**src/rtl/symbol_transmitter_pkg.sv**
```systemverilog
// Shared definitions for the ZERO/ONE symbol link: symbol codes, transmitter
// state encoding and the per-symbol wire phase table. The receiver side
// imports the same symbol codes.
package symbol_transmitter_pkg;

    // Symbol codes carried on sym_in; 6 and 7 are illegal.
    localparam logic [2:0] SYM_ZERO = 3'd0;
    localparam logic [2:0] SYM_ONE  = 3'd1;
    localparam logic [2:0] SYM_FS   = 3'd2;
    localparam logic [2:0] SYM_X0   = 3'd3;
    localparam logic [2:0] SYM_FE   = 3'd4;
    localparam logic [2:0] SYM_FD   = 3'd5;

    typedef enum logic [1:0] {
        IDLE     = 2'd0,
        DRIVE    = 2'd1,
        WAIT_ACK = 2'd2,
        WAIT_REL = 2'd3
    } tx_state_e;

    // Phase table, each entry {ZERO_OUT, ONE_OUT}; phase 0 sits in the MSBs.
    // Single-phase symbols pad unused slots with 00.
    localparam logic [5:0] SEQ_ZERO = {2'b10, 2'b00, 2'b00};
    localparam logic [5:0] SEQ_ONE  = {2'b01, 2'b00, 2'b00};
    localparam logic [5:0] SEQ_FS   = {2'b10, 2'b11, 2'b10};
    localparam logic [5:0] SEQ_X0   = {2'b10, 2'b11, 2'b01};
    localparam logic [5:0] SEQ_FE   = {2'b01, 2'b11, 2'b10};
    localparam logic [5:0] SEQ_FD   = {2'b01, 2'b11, 2'b01};

    function automatic logic sym_is_legal(input logic [2:0] sym);
        return sym <= SYM_FD;
    endfunction

    function automatic logic [5:0] phase_seq(input logic [2:0] sym);
        case (sym)
            SYM_ZERO: return SEQ_ZERO;
            SYM_ONE:  return SEQ_ONE;
            SYM_FS:   return SEQ_FS;
            SYM_X0:   return SEQ_X0;
            SYM_FE:   return SEQ_FE;
            SYM_FD:   return SEQ_FD;
            default:  return 6'b0;
        endcase
    endfunction

    // Number of phases minus one, so it compares directly with a phase index.
    function automatic logic [1:0] last_phase(input logic [2:0] sym);
        return (sym == SYM_ZERO || sym == SYM_ONE) ? 2'd0 : 2'd2;
    endfunction

    function automatic logic [1:0] phase_wires(input logic [2:0] sym,
                                               input logic [1:0] idx);
        logic [5:0] seq;
        seq = phase_seq(sym);
        case (idx)
            2'd0:    return seq[5:4];
            2'd1:    return seq[3:2];
            default: return seq[1:0];
        endcase
    endfunction

endpackage

```
**src/rtl/symbol_transmitter_ack_sync.sv**
```systemverilog
// ack_sync: two-flop synchroniser for an asynchronous handshake line, with
// synchronous active-high reset. Also used by the receiver on its *_IN lines.
module ack_sync (
    input  logic clk,
    input  logic reset,
    input  logic d_i,
    output logic q_o
);

    logic meta_q;
    logic sync_q;

    // Two flops in series give the first stage a full cycle to resolve.
    always_ff @(posedge clk) begin
        // NOTE: non-blocking assignments let both stages sample the old values
        // on the same edge, which is what makes this a two-stage shift.
        if (reset) begin
            meta_q <= 1'b0;
            sync_q <= 1'b0;
        end else begin
            meta_q <= d_i;
            sync_q <= meta_q;
        end
    end

    assign q_o = sync_q;

endmodule

```
**src/rtl/symbol_transmitter.sv**
```systemverilog
// symbol_transmitter: transmit end of the two-wire ZERO/ONE symbol link.
// Takes one symbol per valid/ready transfer, plays its phase sequence on
// ZERO_OUT/ONE_OUT, then runs a four-phase handshake on ACK.
// Optional macro TX_TIMEOUT_EN adds an ACK wait limit of TIMEOUT_CYC cycles.
module symbol_transmitter
    import symbol_transmitter_pkg::*;
#(
    parameter int unsigned PHASE_CYC   = 4,
    parameter int unsigned TIMEOUT_CYC = 1024
) (
    input  logic       clk,
    input  logic       reset,
    input  logic [2:0] sym_in,
    input  logic       sym_valid,
    output logic       sym_ready,
    input  logic       ACK,
    output logic       ZERO_OUT,
    output logic       ONE_OUT,
    output logic       busy,
    output logic       sym_done,
    output logic       err_illegal,
    output logic       timeout
);

    localparam logic [7:0] HOLD_RELOAD = 8'(PHASE_CYC - 1);

    tx_state_e  state_q, state_d;
    logic [2:0] sym_q, sym_d;
    logic [1:0] phase_q, phase_d;
    logic [7:0] hold_q, hold_d;
    logic [1:0] wires_q, wires_d;
    logic       done_q, done_d;
    logic       err_q, err_d;
    logic       timeout_d;
    logic       ack_s;
    logic       accept;

    ack_sync u_ack_sync (
        .clk   (clk),
        .reset (reset),
        .d_i   (ACK),
        .q_o   (ack_s)
    );

    assign sym_ready = (state_q == IDLE) && !ack_s && !reset;
    assign accept    = sym_valid && sym_ready;

`ifdef TX_TIMEOUT_EN
    logic [15:0] tmo_cnt_q, tmo_cnt_d;
    logic        timeout_q;
    logic        tmo_hit;

    assign tmo_hit = ((state_q == WAIT_ACK) || (state_q == WAIT_REL)) &&
                     (tmo_cnt_q == 16'(TIMEOUT_CYC - 1));
    assign timeout = timeout_q;
`else
    logic unused_timeout_cfg;

    assign unused_timeout_cfg = ^32'(TIMEOUT_CYC);
    assign timeout            = 1'b0;
`endif

    // Next-state logic: phase sequencing, handshake waits, pulse generation.
    always_comb begin
        // NOTE: every variable gets a default first so no path leaves one
        // unassigned, which would otherwise infer a latch.
        state_d   = state_q;
        sym_d     = sym_q;
        phase_d   = phase_q;
        hold_d    = hold_q;
        wires_d   = wires_q;
        done_d    = 1'b0;
        err_d     = 1'b0;
        timeout_d = 1'b0;

        case (state_q)
            IDLE: begin
                if (accept) begin
                    if (sym_is_legal(sym_in)) begin
                        state_d = DRIVE;
                        sym_d   = sym_in;
                        phase_d = 2'd0;
                        hold_d  = HOLD_RELOAD;
                        wires_d = phase_wires(sym_in, 2'd0);
                    end else begin
                        err_d = 1'b1;
                    end
                end
            end
            DRIVE: begin
                if (hold_q != 8'd0) begin
                    hold_d = hold_q - 8'd1;
                end else if (phase_q == last_phase(sym_q)) begin
                    wires_d = 2'b00;
                    state_d = WAIT_ACK;
                end else begin
                    phase_d = phase_q + 2'd1;
                    hold_d  = HOLD_RELOAD;
                    wires_d = phase_wires(sym_q, phase_q + 2'd1);
                end
            end
            WAIT_ACK: begin
                if (ack_s) begin
                    state_d = WAIT_REL;
                end
            end
            WAIT_REL: begin
                if (!ack_s) begin
                    state_d = IDLE;
                    done_d  = 1'b1;
                end
            end
            default: state_d = IDLE;
        endcase

`ifdef TX_TIMEOUT_EN
        // A handshake completing on the limit edge still counts as success.
        if (tmo_hit && !done_d) begin
            state_d   = IDLE;
            timeout_d = 1'b1;
        end
`endif
    end

`ifdef TX_TIMEOUT_EN
    // Wait counter: cleared on entry to WAIT_ACK, runs through WAIT_REL.
    always_comb begin
        tmo_cnt_d = tmo_cnt_q;
        if (state_q == DRIVE && state_d == WAIT_ACK) begin
            tmo_cnt_d = 16'd0;
        end else if (state_q == WAIT_ACK || state_q == WAIT_REL) begin
            tmo_cnt_d = tmo_cnt_q + 16'd1;
        end
    end

    // Timeout state registers.
    always_ff @(posedge clk) begin
        if (reset) begin
            tmo_cnt_q <= 16'd0;
            timeout_q <= 1'b0;
        end else begin
            tmo_cnt_q <= tmo_cnt_d;
            timeout_q <= timeout_d;
        end
    end
`else
    logic unused_timeout_d;

    assign unused_timeout_d = timeout_d;
`endif

    // Main state registers; reset forces idle with both wires low.
    always_ff @(posedge clk) begin
        if (reset) begin
            state_q <= IDLE;
            sym_q   <= SYM_ZERO;
            phase_q <= 2'd0;
            hold_q  <= 8'd0;
            wires_q <= 2'b00;
            done_q  <= 1'b0;
            err_q   <= 1'b0;
        end else begin
            state_q <= state_d;
            sym_q   <= sym_d;
            phase_q <= phase_d;
            hold_q  <= hold_d;
            wires_q <= wires_d;
            done_q  <= done_d;
            err_q   <= err_d;
        end
    end

    assign ZERO_OUT    = wires_q[1];
    assign ONE_OUT     = wires_q[0];
    assign busy        = (state_q != IDLE);
    assign sym_done    = done_q;
    assign err_illegal = err_q;

endmodule

```
**config.mk**
```make
export PLATFORM = sky130hd
export DESIGN_NAME = symbol_transmitter
export DESIGN_NICKNAME = d
export VERILOG_FILES = /design/src/rtl/symbol_transmitter_pkg.sv /design/src/rtl/symbol_transmitter_ack_sync.sv /design/src/rtl/symbol_transmitter.sv
export SDC_FILE = /design/constraint.sdc
export NUM_CORES = 1
export LEC_CHECK = 0
export CAP_MARGIN = 20
export CORE_MARGIN = 2
export CORE_UTILIZATION = 45
export CTS_CLUSTER_DIAMETER = 80
export DETAILED_ROUTE_END_ITERATION = 10
export PLACE_DENSITY = 0.69
export SKIP_CTS_REPAIR_TIMING = 1
export SYNTH_ARGS = -nofsm -noshare
export SYNTH_HDL_FRONTEND = slang
export SYNTH_SLANG_ARGS = --single-unit
```
**constraint.sdc**
```tcl
create_clock -name clk -period 2.3 [get_ports clk]
set_input_delay 0.69 -clock clk [delete_from_list [all_inputs] [get_ports clk]]
set_output_delay 0.69 -clock clk [all_outputs]
set_load 0.03 [all_outputs]
```
==> results.txt <==
Status = finished, final reports clean
Worst Path Class, Setup = flip-flop to primary output
Leading register cell type out of synthesis = dfxtp_1
Setup Skew = 0.00181 ns
Critical Path End Type = primary output
Power per cell area = 1150 nW/µm²
Seq pwr share = 31.9%
Layout Nets = 175
Vias in the first global route = 982
Initial Util = 46.1%
Post-Syn Area = 1240 µm²
Clock Power Share = 10.6%
CTS root buffer = clkbuf_4
RSZ-0062 raised after global routing = no
Combinational group share of total power = 57.4%
Synth top area share = 33.9%
MaxCap Viol Count = 0
WHS = 0.452 ns
Diodes inserted = 0
CTS clk-pin slew, worst paths = 0.11 ns
Final core utilization = 54.4%
Syn_nets = 154
Total GRT Usage = 17.6%
Switch share = 43.1%
Via density = 5.54
1st-iter DRT viols = 56
Setup_tns = 0 ns
Hold Crit Depth = 1
Die H = 56.5 µm
Post-synth cell types = 41
GR Overflow Total = 0
Area Growth Syn to Fin = 17.9%
Maximum fanout along the worst path = 4
Synth area leaders = dfxtp_1 34%, ha_1 9.1%, nor2_1 6.1%
Final ANT Viol Nets = 0
Slew Viols, Final = 0
Total CTS buffers = 3
H-tree depth = 1
First-pass GRT wire length = 4.45 mm
Top-Level Pins = 14
FF+latch count, synth = 21
Min setup slack post-route = 0.122 ns
CTS tree = done
Seq/Total Area, Yosys = 33.9%
Synth area leader = dfxtp_1
Final GP Congestion = 0.764
Port bufs = 12
Hold Vio Cnt, Final = 0
Floorplan core area = 2690 µm²
Worst slack, placed = -0.0434 ns
Initial antenna violation count = 0
Max Buffers Root-to-Sink = 2
EDFF count, synth = 0
Fmax = 459 MHz
Internal = 0.956 mW
Worst vdd ir = 604 µV
Clock Latency Late Sink = 0.30 ns
Final setup fails = 0
Clock period minus worst slack = 2.18 ns
Wire per inst = 13.1 µm
CP max-delay cell = dfxtp_1
Async S/R FF share, synth = 0%
P_leak = 0.607 nW
P_sw = 0.724 mW
CP cell instances = inv_1 -> ha_1 -> nor3b_4 -> buf_4 -> buf_4
Syn Inst Count = 138
Ys Warns = 0
Syn avg cell area = 8.98 µm²
Worst EP arrival = 1.49 ns
CP most frequent cell = buf_4
Fin crit share = 94.7%
Hpwl dp = 1.89 mm
WL final = 2.48 mm
DRC = 0
Via count = 1048
Fillers = 247
Hold Path Class = flip-flop to flip-flop
Critical Path RT = 1.61 ns
Largest net degree at the start of global routing = 18
Depth of the most critical reg-to-reg path = 6
Layout cells sized above 1 = 12.0%
First-pass detailed-route iteration total = 4
Die width = 56.5 µm
Total die area = 3190 µm²
Row count = 19
Clk sinks = 21
Largest stage delay, worst path = 0.39 ns
Startpoint class of the critical path = flip-flop
## cells in the mapped netlist, types with 2 or more instances
cell	count
o21a_1	3
a21oi_1	3
mux2i_1	5
dfxtp_1	21
a311oi_1	4
nand2_1	7
o211ai_1	2
clkbuf_1	2
nor2b_1	2
a21o_1	2
inv_1	12
xnor2_1	2
a31oi_1	2
nor2_1	20
ha_1	9
o32ai_1	4
a21boi_0	2
a211oi_1	4
nor3_1	5
o21ai_0	3
nand3_1	4
## layout by cell type, fill, tap and decap left out, types with 3 or more instances in the layout
cell	n
dfxtp_1	21
nor2_1	20
inv_1	12
ha_1	9
clkdlybuf4s50_1	9
buf_4	9
nand2_1	7
nor3_1	5
mux2i_1	5
o32ai_1	4
nand3_1	4
a311oi_1	4
a211oi_1	4
o21a_1	3
o21ai_0	3
a21oi_1	3
clkbuf_4	3
## cells by family after synthesis
group | count (synthesis) | share of synthesized area (%)
xor gates and xnor gates | 3 | 2.12
DFF | 21 | 33.9
and+or+nand+nor | 48 | 22.7
adders and majority gates | 9 | 9.09
AOI/OAI and AO/OA | 34 | 21.1
buffers and inverters | 16 | 5.76
other | 1 | 0.303
muxes | 6 | 4.95
## per-stage QoR
step	cell area, µm²	total power, mW	std cells
floorplan	1240	1.23	138
global placement	1430	1.49	185
detailed placement	1430	1.51	185
CTS	1460	1.69	189
global route	1460	1.82	189
finish	1460	1.68	189
## final cells by class
cell class | count | area [µm²] | share of cell area, %
clock buffer | 4 | 26.3 | 1.80
inverter | 12 | 45.0 | 3.08
multi-input combinational | 101 | 747 | 51.2
sequential | 21 | 420 | 28.8
tap | 31 | 38.8 | 2.66
timing repair buffer | 20 | 183 | 12.5
## worst max-delay path, delay by kind of cell (launching register included)
family / cells / cell delay, ns
simple gates: 1 / 0.16
flops: 1 / 0.39
buf+inv: 3 / 0.41
fa+ha+maj: 1 / 0.23
## worst paths after layout
path / start / endpoint / slack [ns]
max reg2reg: state_q[1] / hold_q[7] / 0.42
max: state_q[0] / sym_ready / 0.12
min: u_ack_sync.meta_q / u_ack_sync.q_o / 0.45
min reg2reg: u_ack_sync.meta_q / u_ack_sync.q_o / 0.45
## state kept, by name (all words and copies together), names as in the netlist
name,count
hold_q,8
sym_q,3
phase_q,2
state_q,2
wires_q,2
err_illegal,1
sym_done,1
u_ack_sync.meta_q,1
u_ack_sync.q_o,1
## layer usage
metal | GRT usage (%) | vias to the layer above | wire, µm
met3 | 2.07 | 7 | 109
met4 | 6.46 | 0 | 37
met1 | 24.0 | 484 | 1090
li1 | - | 531 | -
met5 | 0 | - | 0
met2 | 28.4 | 26 | 1240
## power by group through the flow
stage                     combinational (mW)  sequential (mW)  clock [mW]
final                                  0.964            0.536       0.179
after global placement                 0.951            0.539           0
after detailed placement               0.960            0.546           0
after global routing                    1.06            0.553       0.202
after floorplan                        0.666            0.564           0
after CTS                              0.973            0.537       0.185
Power figures use the tool's default switching activity.
